==> config.mk <==
export PLATFORM = sky130hd
export DESIGN_NAME = user_key_ctrl_flat
export DESIGN_NICKNAME = d
export VERILOG_FILES = /design/src/rtl/user_key_ctrl_pkg.sv /design/src/rtl/user_key_ctrl_if.sv /design/src/rtl/user_key_ctrl_key_debounce.sv /design/src/rtl/user_key_ctrl.sv /design/src/flat_wrapper.sv
export SDC_FILE = /design/constraint.sdc
export NUM_CORES = 1
export LEC_CHECK = 0
export ABC_AREA = 1
export CAP_MARGIN = 0
export CORE_MARGIN = 5
export CORE_UTILIZATION = 40
export CTS_CLUSTER_SIZE = 25
export DETAILED_ROUTE_END_ITERATION = 7
export PLACE_DENSITY_LB_ADDON = 0.3
export SETUP_SLACK_MARGIN = 0.1
export SLEW_MARGIN = 20
export SYNTH_ARGS = -nofsm -noshare
export SYNTH_HDL_FRONTEND = slang
export SYNTH_SLANG_ARGS = --single-unit
==> constraint.sdc <==
create_clock -name clk_in -period 1.41 [get_ports clk_in]
set_input_delay 0.2115 -clock clk_in [delete_from_list [all_inputs] [get_ports clk_in]]
set_output_delay 0.2115 -clock clk_in [all_outputs]
set_load 0.05 [all_outputs]
==> src/rtl/user_key_ctrl_pkg.sv <==
// Shared constants for the user key controller: register offsets and the
// bit position where release events start inside KEY_EVENT / IRQ_MASK.
package user_key_pkg;

  localparam logic [1:0] KEY_STATE_ADDR = 2'd0;
  localparam logic [1:0] KEY_EVENT_ADDR = 2'd1;
  localparam logic [1:0] IRQ_MASK_ADDR  = 2'd2;

  localparam int REL_BASE = 16;
  localparam int DATA_W   = 32;

  // Press field in [15:0], release field in [31:16].
  function automatic logic [DATA_W-1:0] pack_halves(input logic [15:0] lo,
                                                    input logic [15:0] hi);
    return {hi, lo};
  endfunction

endpackage

==> src/rtl/user_key_ctrl_if.sv <==
// Word-addressed CPU bus into the key controller, plus its interrupt line.
interface user_key_ctrl_if;
  logic [1:0]  addr;
  logic        we;
  logic [31:0] wdata;
  logic [31:0] rdata;
  logic        irq;

  modport master (output addr, we, wdata, input rdata, irq);
  modport slave  (input addr, we, wdata, output rdata, irq);
endinterface

==> src/rtl/user_key_ctrl_key_debounce.sv <==
// One key: two-flop synchroniser, stability counter, active-high debounced
// state, and single-cycle pulses on the cycle the state flips.
module key_debounce #(
  parameter int DEBOUNCE_CYCLES = 4
) (
  input  logic clk_in,
  input  logic sys_rstn,
  input  logic i_key_n,
  output logic state,
  output logic rise_pulse,
  output logic fall_pulse
);

  localparam int CW = (DEBOUNCE_CYCLES < 1) ? 1 : $clog2(DEBOUNCE_CYCLES + 1);
  localparam logic [CW-1:0] LAST = CW'(DEBOUNCE_CYCLES - 1);

  logic          r_sync1, r_sync2, r_state;
  logic [CW-1:0] r_cnt;
  logic          w_samp, w_diff, w_flip;

  assign w_samp = ~r_sync2;
  assign w_diff = w_samp ^ r_state;
  // Flip on the edge the count would reach DEBOUNCE_CYCLES; it never wraps.
  assign w_flip = w_diff & (r_cnt == LAST);

  always_ff @(posedge clk_in or negedge sys_rstn) begin
    if (!sys_rstn) begin
      r_sync1 <= 1'b1;
      r_sync2 <= 1'b1;
      r_cnt   <= '0;
      r_state <= 1'b0;
    end else begin
      r_sync1 <= i_key_n;
      r_sync2 <= r_sync1;
      if (!w_diff || w_flip) r_cnt <= '0;
      else                   r_cnt <= r_cnt + CW'(1);
      if (w_flip) r_state <= w_samp;
    end
  end

  assign state      = r_state;
  assign rise_pulse = w_flip &  w_samp;
  assign fall_pulse = w_flip & ~w_samp;

endmodule

==> src/rtl/user_key_ctrl.sv <==
// Key peripheral: debounced state, sticky W1C press events and a maskable
// registered irq. Define USER_KEY_RELEASE_EVT_EN for release events in [KEYS+15:16].
module user_key_ctrl
  import user_key_pkg::*;
#(
  parameter int KEYS            = 8,
  parameter int DEBOUNCE_CYCLES = 4
) (
  input  logic            clk_in,
  input  logic            sys_rstn,
  input  logic [KEYS-1:0] user_key,
  user_key_ctrl_if.slave  bus
);

  logic [KEYS-1:0] w_state, w_rise, w_fall;
  logic [KEYS-1:0] r_evt_p, r_msk_p, w_evt_p_nxt, w_clr_p;
  logic            w_wr_evt, w_wr_msk, w_irq_src, r_irq;
  logic [15:0]     w_evt_hi, w_msk_hi;
  logic            w_unused;

  key_debounce #(.DEBOUNCE_CYCLES(DEBOUNCE_CYCLES)) u_db [KEYS-1:0] (
    .clk_in     (clk_in),
    .sys_rstn   (sys_rstn),
    .i_key_n    (user_key),
    .state      (w_state),
    .rise_pulse (w_rise),
    .fall_pulse (w_fall)
  );

  assign w_wr_evt = bus.we && (bus.addr == KEY_EVENT_ADDR);
  assign w_wr_msk = bus.we && (bus.addr == IRQ_MASK_ADDR);

  // Set is OR-ed after the clear so a same-cycle press survives a W1C.
  assign w_clr_p     = w_wr_evt ? bus.wdata[KEYS-1:0] : '0;
  assign w_evt_p_nxt = w_rise | (r_evt_p & ~w_clr_p);

  always_ff @(posedge clk_in or negedge sys_rstn) begin
    if (!sys_rstn) begin
      r_evt_p <= '0;
      r_msk_p <= '0;
      r_irq   <= 1'b0;
    end else begin
      r_evt_p <= w_evt_p_nxt;
      if (w_wr_msk) r_msk_p <= bus.wdata[KEYS-1:0];
      r_irq <= w_irq_src;
    end
  end

`ifdef USER_KEY_RELEASE_EVT_EN
  logic [KEYS-1:0] r_evt_r, r_msk_r, w_evt_r_nxt, w_clr_r;

  assign w_clr_r     = w_wr_evt ? bus.wdata[REL_BASE +: KEYS] : '0;
  assign w_evt_r_nxt = w_fall | (r_evt_r & ~w_clr_r);

  always_ff @(posedge clk_in or negedge sys_rstn) begin
    if (!sys_rstn) begin
      r_evt_r <= '0;
      r_msk_r <= '0;
    end else begin
      r_evt_r <= w_evt_r_nxt;
      if (w_wr_msk) r_msk_r <= bus.wdata[REL_BASE +: KEYS];
    end
  end

  assign w_irq_src = |(r_evt_p & r_msk_p) | |(r_evt_r & r_msk_r);
  assign w_evt_hi  = 16'(r_evt_r);
  assign w_msk_hi  = 16'(r_msk_r);
`else
  assign w_irq_src = |(r_evt_p & r_msk_p);
  assign w_evt_hi  = '0;
  assign w_msk_hi  = '0;
`endif

  always_comb begin
    bus.rdata = '0;
    case (bus.addr)
      KEY_STATE_ADDR: bus.rdata = pack_halves(16'(w_state), 16'h0);
      KEY_EVENT_ADDR: bus.rdata = pack_halves(16'(r_evt_p), w_evt_hi);
      IRQ_MASK_ADDR:  bus.rdata = pack_halves(16'(r_msk_p), w_msk_hi);
      default:        bus.rdata = '0;
    endcase
  end

  assign bus.irq  = r_irq;
  assign w_unused = ^{bus.wdata, w_fall};

endmodule
==> src/flat_wrapper.sv <==
// flat-port wrapper written by rule: the top's interface ports become plain ports
module user_key_ctrl_flat import user_key_pkg::*;
#(
  parameter int KEYS            = 8,
  parameter int DEBOUNCE_CYCLES = 4
)
  (clk_in, sys_rstn, user_key, bus_addr, bus_we, bus_wdata, bus_rdata, bus_irq);
  user_key_ctrl_if bus_i ();
  input  logic clk_in;
  input  logic sys_rstn;
  input  logic [KEYS-1:0] user_key;
  input wire logic [$bits(bus_i.addr)-1:0] bus_addr;
  input wire logic [$bits(bus_i.we)-1:0] bus_we;
  input wire logic [$bits(bus_i.wdata)-1:0] bus_wdata;
  output wire logic [$bits(bus_i.rdata)-1:0] bus_rdata;
  output wire logic [$bits(bus_i.irq)-1:0] bus_irq;
  assign bus_i.addr = bus_addr;
  assign bus_i.we = bus_we;
  assign bus_i.wdata = bus_wdata;
  assign bus_rdata = bus_i.rdata;
  assign bus_irq = bus_i.irq;
  user_key_ctrl #(.KEYS(KEYS), .DEBOUNCE_CYCLES(DEBOUNCE_CYCLES)) u_core (.clk_in(clk_in), .sys_rstn(sys_rstn), .user_key(user_key), .bus(bus_i));
endmodule
==> impl_metrics.toml, run 1 <==
[worst_hold_path]
hold_depth = 1
hp-class = "in -> reg"

[outcome]
outcome = "completed"

[synthesis]
synth_compound_area_share_pct = 1.344
ys_seq_elements = 65
ys_seq_area_share_pct = 55.27
syn_area_per_cell_um2 = 8.973
syn_inst = 332
synthMuxAreaShare_pct = 0
synth_xor_area_share_pct = 0
synth_warnings = 0
synth.distinct_cells = 18
yosys.area_share.simple_pct = 24.53
synth_fa_ha_area_share_pct = 6.720
synth_top_family_by_area = "simple AND/OR/NAND/NOR gates"
syn_area_um2 = 2979

[sta]
max_freq_mhz = 760.5
worst_clock_skew_ns = 0.004799
hold_viol = 0
grt_setup_unrepaired = "yes"
finalMaxSlewViolations = 0
setup_slack_ns = 0.09503
fin_crit_sh_pct = 93.26
whs_ns = 0.2749
period_needed_ns = 1.315
finalSetupViolations = 0

[final_layout]
layout-drive-gt1-share_pct = 22.03
multi_input_area_um2 = 1120
fin_nets = 460
fin_util_pct = 53.41
fillers = 652
seqCellArea_um2 = 1647
n_antenna_cell = 0
area_growth_pct = 30.03
design_area_um2 = 3874

[clock_tree]
cts.sinks = 65
clk_latency_ns = 0.33
clk_path_buf_depth = 2
clkTransAtPathRegs_ns = 0.07
htree_num_levels = 3
cts_tree = "done"
cts_root_buf = "clkbuf_8"
cts_buffers = 9

[die]
die_w_um = 96.30
start_util_pct = 41.07
num_rows = 31
ios = 78
dieArea_um2 = 9274
fp.coreArea_um2 = 7253
die_y_um = 96.30

[detailed_routing]
drcViolationCount = 0
viasPerCell = 4.469
drt_first_pass_iters = 4
drt_iter0_drc = 95
wl_per_cell_um = 11.32
ant_nets = 0
vias = 2248
wl_um = 5693

[global_route]
track_usage_pct = 13.23
grt-ovfl-total = 0
antenna_found_initial = 0
grt_pass1_wl_um = 9280
grt_pass1_vias = 2211
grt_max_degree = 36

[run]
drv_cap = 0

[setup_path]
start_kind = "flop"
crit_required_ns = 1.20
rr_worst_depth = 5
critical_path_class = "reg -> out"
arrival_ns = 1.10
worstPathMaxFanout = 2
end_kind = "primary output"
reg2reg_slack_ns = 0.27

[power_and_ir_drop]
power_density_nw_per_um2 = 1721
power.leakage_uw = 0.002044
p_total_uw = 6666
max-vdd-ir-drop_v = 0.0009848

[placed_design]
hpwl_um = 4020
place_ws_ns = -0.3456
place_area_um2 = 3433
routabilityCongestion = 0.7447
port_buffers = 29
[cells in the final DEF, fill, tap and decap left out, types with 2 or more instances in the layout]
| master | n |
|---|---|
| buf_4 | 27 |
| clkbuf_8 | 9 |
| nand4_1 | 8 |
| buf_12 | 10 |
| nand3_2 | 8 |
| inv_1 | 41 |
| nand2_1 | 117 |
| clkdlybuf4s50_1 | 17 |
| clkinvlp_4 | 2 |
| inv_2 | 2 |
| bufinv_16 | 2 |
| nand3_1 | 8 |
| clkinv_2 | 2 |
| ha_1 | 16 |
| dfstp_2 | 16 |
| dfrtp_1 | 49 |
| buf_2 | 2 |
| nor2_4 | 4 |
| o21ai_0 | 8 |
| conb_1 | 24 |
| nor2_1 | 26 |
[logic make-up after synthesis]
family / Yosys count
other: 1
and+or+nand+nor: 173
DFF: 65
buffers and inverters: 69
adders and majority gates: 16
AOI/OAI and AO/OA: 8
[through the flow]
step	instances	TNS [ns]
detailed placement	464	-3.114
finish	503	0
floorplan	355	0
global placement	464	-2.824
global route	503	0
CTS	497	0
[worst max-delay path, stage by stage (launching register included)]
cell and delay, ns:
dfrtp_1 0.40, nand2_1 0.09, nand3_2 0.11, buf_12 0.16
[what timing repair did]
action | in CTS | in global routing
resized for setup | 15 | 2
hold buffers | 1 | 0
endpoints found under the setup margin | 8 | 8
cloned | 1 | 0
pin swaps | 6 | 10
hold endpoints to repair | 9 | 0
buffers inserted | 15 | 6
[final timing paths]
check	startpoint	to
max	u_core.u_db[4].state	bus_rdata[4]
min reg2reg	u_core.u_db[0].r_sync1	u_core.u_db[0].r_sync2
max in group asynchronous	sys_rstn	u_core.u_db[2].r_sync2
max reg2reg	u_core.u_db[7].r_cnt[0]	u_core.u_db[7].r_cnt[0]
min	user_key[1]	u_core.u_db[1].r_sync1
min in group asynchronous	sys_rstn	u_core.u_db[6].r_cnt[0]
[synthesized netlist by cell type (all sizes together)]
| master | n | share of area (%) |
|---|---|---|
| nand3 | 16 | 2.7 |
| conb | 1 | 0.13 |
| inv | 43 | 5.4 |
| nand4 | 8 | 1.7 |
| dfstp | 16 | 14 |
| o21ai | 8 | 1.3 |
| ha | 16 | 6.7 |
| dfrtp | 49 | 41 |
| buf | 26 | 6.6 |
| nor2 | 30 | 4.9 |
| nand2 | 119 | 15 |
[metal layers]
layer | up-vias | global-route usage [%] | wire [um]
li1 | 1105 | - | -
met1 | 1062 | 15.96 | 2492
met2 | 68 | 21.45 | 2685
met3 | 13 | 3.753 | 381
met4 | 0 | 6.893 | 133
met5 | - | 0 | 0
[sequential cells by signal, summed over array words and instances, names as in the netlist]
register             count
u_core.bus.irq           1
u_core.r_evt_p           8
u_core.r_msk_p           8
u_core.u_db.r_cnt       24
u_core.u_db.r_sync1      8
u_core.u_db.r_sync2      8
u_core.u_db.state        8
[power breakdown]
part	total, uW	internal, uW	leakage [uW]	switching, uW
registers	2620	2370	0.000803	249
clock network	1720	994	0.000106	725
logic	2330	1020	0.00113	1310
[layout make-up]
class,instances,area share (%)
repair buffers,58,15.60
clock buffers,9,3.198
multi-input cells,222,28.91
clock inverters,7,2.422
well taps,99,3.198
inverters,43,4.167
flip-flops and latches,65,42.51
No activity file was read; power rests on OpenSTA's default activity.
==> inputs of run 2 (changes only) <==
--- a/config.mk
+++ b/config.mk
@@ -11,7 +11,7 @@
 export CORE_UTILIZATION = 40
 export CTS_CLUSTER_SIZE = 25
 export DETAILED_ROUTE_END_ITERATION = 7
-export PLACE_DENSITY_LB_ADDON = 0.3
+export PLACE_DENSITY = 0.68
 export SETUP_SLACK_MARGIN = 0.1
 export SLEW_MARGIN = 20
 export SYNTH_ARGS = -nofsm -noshare
==> constraint.sdc (replaced) <==
create_clock -name clk_in -period 1.44 [get_ports clk_in]
set_input_delay 0.216 -clock clk_in [delete_from_list [all_inputs] [get_ports clk_in]]
set_output_delay 0.216 -clock clk_in [all_outputs]
set_load 0.05 [all_outputs]
==> impl_metrics.toml, run 2 (synthesis results as in run 1) <==
[outcome]
outcome = "completed"

[sta]
tns_ns = 0
fin_crit_sh_pct = 91.63
whs_ns = 0.2768
hold_viol = 0
max_freq_mhz = 757.9
worst_clock_skew_ns = 0.005454
grt_setup_unrepaired = "yes"
period_needed_ns = 1.320
finalSetupViolations = 0
setup_slack_ns = 0.1205
finalMaxSlewViolations = 0

[placed_design]
port_buffers = 29
routabilityCongestion = 0.7366
hpwl_um = 3738
placed_cells = 462
place_ws_ns = -0.3509

[die]
fp.coreArea_um2 = 7253
num_rows = 31
start_util_pct = 41.07
ios = 78
dieArea_um2 = 9274
die_w_um = 96.30
die_y_um = 96.30

[run]
drv_cap = 0

[power_and_ir_drop]
power_density_nw_per_um2 = 1640
power.leakage_uw = 0.002020
p_total_uw = 6324
max-vdd-ir-drop_v = 0.0009204

[clock_tree]
cts.sinks = 65
clk_path_buf_depth = 2
clk_latency_ns = 0.34
cts_root_buf = "clkbuf_8"
cts_tree = "done"
cts_buffers = 9
clkTransAtPathRegs_ns = 0.07
htree_num_levels = 3

[setup_path]
worstPathMaxFanout = 2
path_cells = "nand2_1 -> nand3_4 -> buf_12"
start_kind = "flop"
cp_slowest_cell = "dfrtp_1"
critical_path_class = "reg -> out"
arrival_ns = 1.10
max_stage_delay_ns = 0.40
end_kind = "primary output"
crit_required_ns = 1.22

[final_layout]
multi_input_area_um2 = 1155
fin_nets = 453
final_cell_mix = "nand2_1 (112), dfrtp_1 (49), inv_1 (41)"
layout_commonest_cell = "nand2_1"
largest_reg_flops = 24
n_antenna_cell = 0
fillers = 665
layout-drive-gt1-share_pct = 21.91
largest_register = "u_core.u_db.r_cnt"
area_growth_pct = 29.44
final_cells = 496
seqCellArea_um2 = 1647

[global_route]
antenna_found_initial = 0
grt_pass1_wl_um = 9225
track_usage_pct = 13.11
grt_max_degree = 66
grt_pass1_vias = 2147
grt-ovfl-total = 0

[detailed_routing]
ant_nets = 0
wl_um = 5535
drt_iter0_drc = 80
wl_per_cell_um = 11.16
viasPerCell = 4.435
drcViolationCount = 0
vias = 2200
drt_first_pass_iters = 4

[worst_hold_path]
hp-class = "in -> reg"
==> run 2: cell types whose count changed in the layout (fill, tap and decap cells not counted), moves of 2 or more <==
cell      change
buf_4        -10
nand2_1       -5
nand2_2       +5
nand3_2       -3
nand3_4       +3
buf_12        +2
clkinv_2      +2
==> run 2: stage by stage <==
step	cell area [um^2]	utilization, %
2_1_floorplan	3065	-
3_3_place_gp	3418	47.13
3_5_place_dp	3418	47.13
4_1_cts	3721	51.30
5_1_grt	3856	53.17
6_report	3856	53.17
==> run 2: path summary, 6_finish.rpt <==
path                                              start                       to  slack, ns  cells after the start
min in group asynchronous                      sys_rstn  u_core.u_db[4].r_cnt[1]       0.42                      3
worst min register to register   u_core.u_db[4].r_sync1   u_core.u_db[4].r_sync2       0.35                      0
worst min-delay path                        user_key[5]   u_core.u_db[5].r_sync1       0.28                      1
worst max-delay path                  u_core.r_msk_p[4]             bus_rdata[4]       0.12                      3
max in group asynchronous                      sys_rstn   u_core.u_db[1].r_sync2       0.72                      3
worst max register to register  u_core.u_db[2].r_cnt[0]  u_core.u_db[2].r_cnt[2]       0.30                      5
==> run 2: repair_timing <==
action	CTS	global route
hold endpoints to repair	49	0
resized for setup	16	12
hold buffers	1	0
buffers inserted	7	9
pin swaps	4	3
cloned	1	0
setup endpoints to repair	8	8
==> run 2: critical path, delay by kind of cell, from the launching register on <==
| kind | cells | cell delay (ns) |
|---|---|---|
| simple gates | 2 | 0.21 |
| flops | 1 | 0.40 |
| buf+inv | 1 | 0.15 |
==> run 2: power breakdown <==
part	total, uW	switching [uW]	internal, uW
clock	1500	668	833
combinational	2230	1250	976
sequential	2590	270	2320
==> run 2: area by class of cell <==
type,count,share of cell area (%)
clock buffers,10,3.569
clock inverters,6,1.493
inverters,43,4.186
multi-input cells,222,29.95
flip-flops and latches,65,42.70
well taps,99,3.212
repair buffers,51,14.89
==> run 2: metal layers <==
| layer | wire [um] | global-route usage [%] | vias up |
|---|---|---|---|
| met5 | 0 | 0 | - |
| met4 | 108 | 7.593 | 0 |
| met3 | 407 | 2.424 | 12 |
| met2 | 2690 | 21.33 | 68 |
| met1 | 2330 | 16.26 | 1029 |
| li1 | - | - | 1091 |
